==> src/rtl/fetch_pkg.sv <==
// Shared definitions for the instruction-fetch stage: state encoding, PC width
// default and the jump/branch target table.
package fetch_pkg;

  localparam int PC_W_DEF = 10;

  typedef enum logic [1:0] {
    IDLE = 2'd0,
    RUN  = 2'd1,
    HALT = 2'd2
  } fetch_state_t;

  localparam logic [PC_W_DEF-1:0] T0 = 10'd0;
  localparam logic [PC_W_DEF-1:0] T1 = 10'd8;
  localparam logic [PC_W_DEF-1:0] T2 = 10'h3FC;
  localparam logic [PC_W_DEF-1:0] T3 = 10'd100;

  function automatic logic [PC_W_DEF-1:0] target_of(input logic [1:0] sel);
    logic [PC_W_DEF-1:0] val;
    val = T0;
    case (sel)
      2'd0: val = T0;
      2'd1: val = T1;
      2'd2: val = T2;
      2'd3: val = T3;
      default: val = T0;
    endcase
    return val;
  endfunction

endpackage

==> src/rtl/fetch_target_lut.sv <==
// Combinational target lookup: TargSel index to PC-width target/offset.
// Entries are sign-extended so negative offsets stay negative at wider PC widths.
module fetch_target_lut
  import fetch_pkg::*;
#(
  parameter int PC_W = PC_W_DEF
) (
  input  logic [1:0]      i_sel,
  output logic [PC_W-1:0] o_target
);

  logic [PC_W_DEF-1:0] w_entry;

  always_comb begin
    w_entry  = target_of(i_sel);
    o_target = PC_W'($signed(w_entry));
  end

endmodule

==> src/rtl/fetch_unit.sv <==
// Instruction-fetch stage: program counter, run/halt sequencing, next-PC
// selection from decoder/ALU controls, and a saturating executed-instruction count.
//
// state | meaning
// IDLE  | out of reset, waiting for Start
// RUN   | one instruction retired per cycle
// HALT  | halt instruction seen, Done high, waiting for Start
module fetch_unit
  import fetch_pkg::*;
#(
  parameter int PC_W  = PC_W_DEF,
  parameter int CNT_W = 16
) (
  input  logic             Clk,
  input  logic             Reset,
  input  logic             Start,
  input  logic [PC_W-1:0]  StartAddr,
  input  logic             Jump,
  input  logic             BranchEn,
  input  logic             Taken,
  input  logic [1:0]       TargSel,
  input  logic             Ack,
  output logic [PC_W-1:0]  ProgCtr,
  output logic             Running,
  output logic             Done,
  output logic [CNT_W-1:0] InstCnt
);

  fetch_state_t     r_state;
  logic [PC_W-1:0]  r_pc;
  logic [CNT_W-1:0] r_cnt;
  logic             r_running;
  logic             r_done;

  logic [PC_W-1:0]  w_target;
  logic [PC_W-1:0]  w_pc_next;
  logic [CNT_W-1:0] w_cnt_next;

  fetch_target_lut #(.PC_W(PC_W)) u_lut (
    .i_sel    (TargSel),
    .o_target (w_target)
  );

  // Modulo-2^PC_W arithmetic: adding the sign-extended offset wraps both ways.
  always_comb begin
    w_pc_next = r_pc + PC_W'(1);
    if (Jump)
      w_pc_next = w_target;
    else if (BranchEn && Taken)
      w_pc_next = r_pc + w_target;
  end

  always_comb begin
    w_cnt_next = r_cnt;
    if (r_cnt != {CNT_W{1'b1}})
      w_cnt_next = r_cnt + CNT_W'(1);
  end

  always_ff @(posedge Clk or negedge Reset) begin
    if (!Reset) begin
      r_state   <= IDLE;
      r_pc      <= '0;
      r_cnt     <= '0;
      r_running <= 1'b0;
      r_done    <= 1'b0;
    end else begin
      case (r_state)
        IDLE, HALT: begin
          if (Start) begin
            r_state   <= RUN;
            r_pc      <= StartAddr;
            r_cnt     <= '0;
            r_running <= 1'b1;
            r_done    <= 1'b0;
          end
        end
        RUN: begin
          r_cnt <= w_cnt_next;
          if (Ack) begin
            r_state   <= HALT;
            r_running <= 1'b0;
            r_done    <= 1'b1;
          end else begin
            r_pc <= w_pc_next;
          end
        end
        default: begin
          r_state   <= IDLE;
          r_running <= 1'b0;
          r_done    <= 1'b0;
        end
      endcase
    end
  end

  assign ProgCtr = r_pc;
  assign Running = r_running;
  assign Done    = r_done;
  assign InstCnt = r_cnt;

endmodule

==> config.mk <==
export PLATFORM = sky130hd
export DESIGN_NAME = fetch_unit
export DESIGN_NICKNAME = d
export VERILOG_FILES = /design/src/rtl/fetch_pkg.sv /design/src/rtl/fetch_target_lut.sv /design/src/rtl/fetch_unit.sv
export SDC_FILE = /design/constraint.sdc
export NUM_CORES = 1
export LEC_CHECK = 0
export BUFFER_PORTS_ARGS = -buffer_cell sky130_fd_sc_hd__buf_4
export CAP_MARGIN = 20
export CORE_MARGIN = 10
export CORE_UTILIZATION = 49
export CTS_CLUSTER_SIZE = 20
export DETAILED_ROUTE_END_ITERATION = 16
export HOLD_SLACK_MARGIN = 0.05
export PLACE_DENSITY = 0.85
export SETUP_SLACK_MARGIN = 0.3
export SLEW_MARGIN = 20
export SYNTH_ARGS = -nofsm -noshare
export SYNTH_HDL_FRONTEND = slang
export SYNTH_HIERARCHICAL = 1
export SYNTH_SLANG_ARGS = --single-unit
==> constraint.sdc <==
create_clock -name Clk -period 1.98 [get_ports Clk]
set_input_delay 0.594 -clock Clk [delete_from_list [all_inputs] [get_ports Clk]]
set_output_delay 0.594 -clock Clk [all_outputs]
set_load 0.02 [all_outputs]
==> results by group, run 1 <==
Timing
  • Count of final max-slew check failures: 0
  • Fin crit share: 1.14
  • Setup_tns: -1.65 ns
  • Worst setup margin: -0.282 ns
  • Clock Skew: 0.00700 ns
  • Final Setup Violations: 8
  • Final min period: ~2.3 ns
  • Fmax: 0.442 GHz
  • Unrepaired setup endpoints after global routing: yes
  • Final hold vios: 0

Placed design
  • Place WS: -0.612 ns
  • Hpwl dp: 4260 µm
  • Port-buffer cells: 46
  • Placed insts: 341
  • Gpl congestion: roughly 0.9

Setup path
  • CP startpoint: TargSel[0]
  • Reg2Reg Setup Slack: -0.10 ns
  • R2r endpoint: ProgCtr[8]
  • Max Fanout on Critical Path: 3
  • Crit path max-delay family: compound AO/OA/AOI/OAI gates
  • WP depth: 11
  • Slowest stage delay, CP: 0.26 ns
  • WP data required: around 2.2 ns
  • Worst Setup End Kind: register
  • CP cell instances: buf_12 > ha_4 > or2_4 > and3_4 > ha_4 > buf_4 > a41oi_4 > a21boi_1 > o21ai_1 > mux2i_1 > o2bb2ai_1
  • R2R Path Start: ProgCtr[0]
  • WP data arrival: 2.48 ns
  • Most frequent CP cell: ha_4
  • Worst Setup Start Kind: primary input
  • CP Class: in -> reg
  • Worst path slowest cell: or2_4
  • Reg2reg path depth: 8
  • Bufs and invs on worst path: 2

Logic synthesis
  • Seq/Total Area, Yosys: 0.358
  • EDFF count, synth: 0
  • Commonest register cell after synthesis: dfrtp_1
  • Cells after synthesis: 234
  • Ys async rst share: 1.00
  • Post-synth cell types: 43
  • Syn avg cell area: 8.67 µm²
  • Synthesis-stage register bit count: 29
  • Synth warnings: 6
  • Synth Cell Area: 2030 µm²

CTS
  • Sink Count: 29
  • CTS Root Buffer Type: clkbuf_8
  • Hold_buf cts: 0
  • Clock Latency Late Sink: 0.29 ns
  • CTS tree: built
  • Clock buffer depth: 2
  • Num CTS Buffers: 5
  • Clock transition at the registers of the reported paths: about 0.07 ns
  • H-Tree Depth: 2

Finish
  • NumNets Final: around 350
  • Most frequent cells in the layout: buf_4, dfrtp_1, nand2_1
  • Post-Route Utilization: 0.773
  • Layout Cells excl Fill: 371
  • Share of layout cells above drive strength 1: 0.470
  • # diodes: 0
  • Most common cell after layout, fill and taps aside: buf_4
  • Area growth syn-to-layout: 52.3%

Power
  • P per Cell Area: 960 nW/µm²
  • Power, Total: between 2 and 3 mW
  • VDD IR max: 0.000453 V
  • Leak: 1.47 nW

Routing
  • Via count: 2,138
  • DR vias/cell: 5.76
  • Total iterations of the first detailed-routing run: 5
  • Residual DRC: 0
  • DRT antenna net count: 0
  • Initial drt markers: 102
  • Post-DR wirelength/cell: around 18 µm
  • Final WL: about 6600 µm

Global route
  • GR Util All Layers: 0.168
  • GR Overflow Total: 0
  • First-pass GRT wire length: 10000 µm
  • Number of global-route vias before repair: 2,053
  • Largest net degree at the start of global routing: 30
  • Antenna violations before repair: 0

Floorplanning
  • Die Area: 7120 µm²
  • Core area: between 4000 and 5000 µm²
  • Die width: 84.4 µm
  • Initial core utilization: 0.507
  • FP Rows: 23
  • # IOs: between 40 and 50
  • Die H: 84.4 µm

Outcome
  • Status: finished with violations
  • Failing checks: negative setup slack

Flow run
  • MaxCap Viol Count: 0

Worst hold path
  • Worst min path class: in -> async
synthesized netlist by cell type, drive strengths merged (2+ instances only):
| cell type | instances | area share |
|---|---|---|
| nand3b | 2 | 0.0074 |
| a21o | 4 | 0.015 |
| dfrtp | 29 | 0.36 |
| ha | 12 | 0.074 |
| mux2i | 7 | 0.035 |
| o21ai | 27 | 0.067 |
| nor3 | 3 | 0.0074 |
| nor2 | 19 | 0.035 |
| inv | 4 | 0.0074 |
| nand3 | 9 | 0.022 |
| nand4 | 4 | 0.020 |
| a31oi | 3 | 0.0092 |
| nor2b | 2 | 0.0062 |
| or3 | 5 | 0.015 |
| mux2 | 2 | 0.011 |
| nand2 | 24 | 0.044 |
| buf | 9 | 0.034 |
| nand2b | 3 | 0.0092 |
| xnor2 | 3 | 0.013 |
| a21oi | 22 | 0.054 |
| clkbuf | 6 | 0.011 |
| xor2 | 10 | 0.043 |
| and3 | 9 | 0.028 |
per-layer routing:
layer  global-route usage  up-vias  part of all wire
met3               0.0531       12             0.063
met2                0.290       79              0.52
met1                0.190     1036              0.40
met5                    0        -                 0
met4               0.0569        0             0.017
li1                     -     1011                 -
worst max path at each step:
stage | to
final | ProgCtr[7]
after global routing | ProgCtr[8]
after CTS | ProgCtr[9]
after detailed placement | ProgCtr[9]
after global placement | ProgCtr[8]
after floorplan | ProgCtr[8]
layout make-up:
| type | instances | area [µm²] |
|---|---|---|
| clock buffer | 8 | 80.1 |
| fill | 272 | 908 |
| inverter | 4 | 22.5 |
| multi-input combinational | 188 | 1460 |
| sequential | 29 | 737 |
| tap | 50 | 62.6 |
| timing repair buffer | 92 | 726 |
metrics by stage:
| stage | instance area [µm²] | hold WS [ns] |
|---|---|---|
| final | 3090 | 0.227 |
| after detailed placement | 2630 | 0.508 |
| after floorplan | 2130 | 0.298 |
| after CTS | 2830 | 0.237 |
| after global placement | 2630 | 0.498 |
| after global routing | 3090 | 0.247 |
kinds of logic after synthesis:
group                      share of synthesized area
and+or+nand+nor                                0.213
DFF                                            0.358
muxes                                         0.0456
xor gates and xnor gates                      0.0561
adders and majority gates                     0.0838
AOI/OAI and AO/OA                              0.190
other                                        0.00185
buffers and inverters                         0.0524
where the power goes:
part / switching [mW] / total [mW] / internal, mW
logic: 0.814 / 1.60 / 0.785
registers: 0.166 / 0.891 / 0.725
clock network: 0.230 / 0.479 / 0.249
repair_timing:
action,in CTS,in global routing
gates cloned,0,1
setup buffers,4,17
pin swaps,17,24
gates resized for setup,18,30
endpoints found under the setup margin,21,23
state kept, by name, indices dropped and copies added, names as in the netlist:
name,cells
InstCnt,16
ProgCtr,10
r_state,2
Running,1
Note: power is estimated with default switching activity, not from simulation.
==> inputs of run 2 (changes only) <==
Settings changed: RECOVER_POWER set to 100.
==> run 2 against run 1 <==
Against the previous run:
- the flow still finishes with violations (negative setup slack)
- core utilization down 0.063 points
- cell count unchanged
- critical path depth unchanged
- highest routed layer unchanged
- final area about the same
- power about the same
- worst hold slack better by 0.13 ns
==> results by group, run 2 (synthesis gave the netlist of run 1 again) <==
Finish
  • Share of layout cells above drive strength 1: 0.470 (unchanged)
  • Most common cell after layout, fill and taps aside: buf_4 (unchanged)
  • Largest register FFs: 16 (unchanged)
  • Most frequent cells in the layout: buf_4, dfrtp_1, nand2_1 (unchanged)
  • Post-Layout Inst Area: 3090 µm² (about the same)
  • NumNets Final: 352 (unchanged)
  • # diodes: 0 (unchanged)
  • Area growth syn-to-layout: 52.2% (was 52.3%)

Setup path
  • Slowest stage delay, CP: 0.26 ns (about the same)
  • WP depth: 11 (unchanged)
  • CP cell instances: buf_12 > ha_4 > or2_4 > and3_4 > ha_4 > buf_4 > a41oi_4 > a21boi_1 > o21ai_1 > mux2i_1 > o2bb2ai_1 (unchanged)
  • CP Class: in -> reg (unchanged)
  • Most frequent CP cell: ha_4 (unchanged)
  • Reg2reg path depth: 8 (unchanged)
  • Worst Setup End Kind: register (unchanged)
  • Max Fanout on Critical Path: 3 (unchanged)
  • Bufs and invs on worst path: 2 (unchanged)
  • WP data arrival: 2.48 ns (about the same)
  • WP data required: 2.19 ns (about the same)
  • Worst Setup Start Kind: primary input (unchanged)
  • Crit path max-delay family: compound AO/OA/AOI/OAI gates (unchanged)
  • Worst path slowest cell: or2_4 (unchanged)

Routing
  • Via count: 2,138 (unchanged)
  • Final WL: 6600 µm (unchanged)
  • Post-DR wirelength/cell: 17.8 µm (unchanged)
  • Total iterations of the first detailed-routing run: 5 (unchanged)
  • DRT antenna net count: 0 (unchanged)
  • Initial drt markers: 102 (unchanged)
  • Residual DRC: 0 (unchanged)
  • DR vias/cell: 5.76 (unchanged)

Outcome
  • Failing checks: negative setup slack (unchanged)
  • Status: finished with violations (unchanged)

Timing
  • Final min period: 2.26 ns (unchanged)
  • Worst setup margin: -0.282 ns (unchanged)
  • Final Setup Violations: 8 (unchanged)
  • Unrepaired setup endpoints after global routing: yes (unchanged)
  • Count of final max-slew check failures: 0 (unchanged)
  • Fin crit share: 1.14 (unchanged)
  • Final hold vios: 0 (unchanged)
  • Worst slew pin tran: 0.742 ns
  • Clock Skew: 0.00700 ns (unchanged)
  • Fmax: 0.442 GHz (unchanged)
  • Slew HR: 0.506

Global route
  • First-pass GRT wire length: 10000 µm (unchanged)
  • Largest net degree at the start of global routing: 30 (unchanged)
  • Antenna violations before repair: 0 (unchanged)
  • GR Util All Layers: 0.168 (unchanged)
  • GR Overflow Total: 0 (unchanged)
  • Number of global-route vias before repair: 2,053 (unchanged)

CTS
  • CTS tree: built (unchanged)
  • Clock transition at the registers of the reported paths: 0.07 ns (about the same)
  • Num CTS Buffers: 5 (unchanged)
  • Clock buffer depth: 2 (unchanged)
  • H-Tree Depth: 2 (unchanged)
  • Sink Count: 29 (unchanged)
  • CTS Root Buffer Type: clkbuf_8 (unchanged)
  • Clock Latency Late Sink: 0.29 ns (about the same)

Power
  • Net Sw Power: 1.21 mW (unchanged)
  • Net Sw Frac: 0.408 (about the same)
  • Logic pwr share: 0.538 (about the same)
  • Clk network pwr share: 0.161 (about the same)
  • Reg power frac: 0.300 (about the same)
  • Pint: 1.76 mW (about the same)
  • VDD IR max: 0.000451 V (was 0.000453 V)
  • Power, Total: 2.97 mW (about the same)
  • P per Cell Area: 961 nW/µm² (was 960 nW/µm²)
  • Leak: 1.47 nW (about the same)

Floorplanning
  • Die Area: 7120 µm² (unchanged)
  • Core area: 4000 µm² (unchanged)
  • Die H: 84.4 µm (unchanged)
  • # IOs: 47 (unchanged)
  • FP Rows: 23 (unchanged)
  • Die width: 84.4 µm (unchanged)
  • Initial core utilization: 0.507 (unchanged)

Worst hold path
  • Worst min path class: in -> async (unchanged)

Placed design
  • Port-buffer cells: 46 (unchanged)
  • Hpwl dp: 4260 µm (unchanged)
  • Gpl congestion: 0.889 (unchanged)
  • Post-DP Area: 2630 µm² (unchanged)

Flow run
  • MaxCap Viol Count: 0 (unchanged)
-- run 2: cell types whose count changed in the layout (fill, tap and decap cells not counted) --
cell,change
buf_4,-1
clkbuf_2,+1
-- run 2: worst reg2reg max path, cell delays in order (launching register included) --
cell	delay, ns
dfrtp_1	0.38
ha_2	0.20
fa_2	0.39
a211oi_2	0.23
o21bai_1	0.12
a31o_2	0.23
a21oi_2	0.14
xor2_1	0.18
a31oi_1	0.10
-- run 2: area by class of cell --
| cell class | instances | area (µm²) |
|---|---|---|
| inverters | 4 | 22.5 |
| flip-flops and latches | 29 | 737 |
| fillers | 273 | 911 |
| repair buffers | 92 | 723 |
| well taps | 50 | 62.6 |
| clock buffers | 8 | 80.1 |
| multi-input cells | 188 | 1460 |
-- run 2: metal layers --
layer	share of wire	vias to the layer above	GRT usage	wire [µm]
li1	-	1011	-	-
met1	0.40	1036	0.190	2650
met2	0.52	79	0.290	3420
met3	0.063	12	0.0531	419
met4	0.017	0	0.0569	110
met5	0	-	0	0
-- run 2: power by group through the flow --
stage	clock network, mW	registers, mW	logic [mW]
6_report	0.479	0.891	1.60
4_1_cts	0.487	0.881	1.43
3_3_place_gp	0	0.876	1.33
3_5_place_dp	0	0.883	1.38
2_1_floorplan	0	1.01	0.665
5_1_grt	0.517	0.914	1.73
-- run 2: worst paths after layout --
kind                            startpoint           to  slack, ns
worst max-delay path            TargSel[0]   ProgCtr[7]      -0.28
worst min-delay path                 Reset   ProgCtr[9]       0.36
worst max register to register  ProgCtr[0]   ProgCtr[8]      -0.10
worst min register to register     Running      Running       0.52
max in group asynchronous            Reset  InstCnt[10]       1.10
min in group Clk                   Running      Running       0.52
-- run 2: timing repair --
action                     CTS  global route
setup endpoints to repair   21            23
hold endpoints to repair     0             0
pin swaps                   17            24
gates resized for setup     18            30
hold buffers                 0             0
cloned                       0             1
buffers inserted             4            17
-- run 2: through the flow --
stage / util / setup TNS [ns] / hold slack (ns) / cells / worst slack (ns)
3_3_place_gp: 0.657 / -3.79 / 0.498 / 341 / -0.560
3_5_place_dp: 0.657 / -4.15 / 0.508 / 341 / -0.612
6_report: 0.772 / -1.65 / 0.361 / 371 / -0.282
4_1_cts: 0.708 / -1.25 / 0.237 / 353 / -0.223
2_1_floorplan: - / -1.97 / 0.298 / 235 / -0.400
5_1_grt: 0.772 / -2.07 / 0.416 / 371 / -0.348
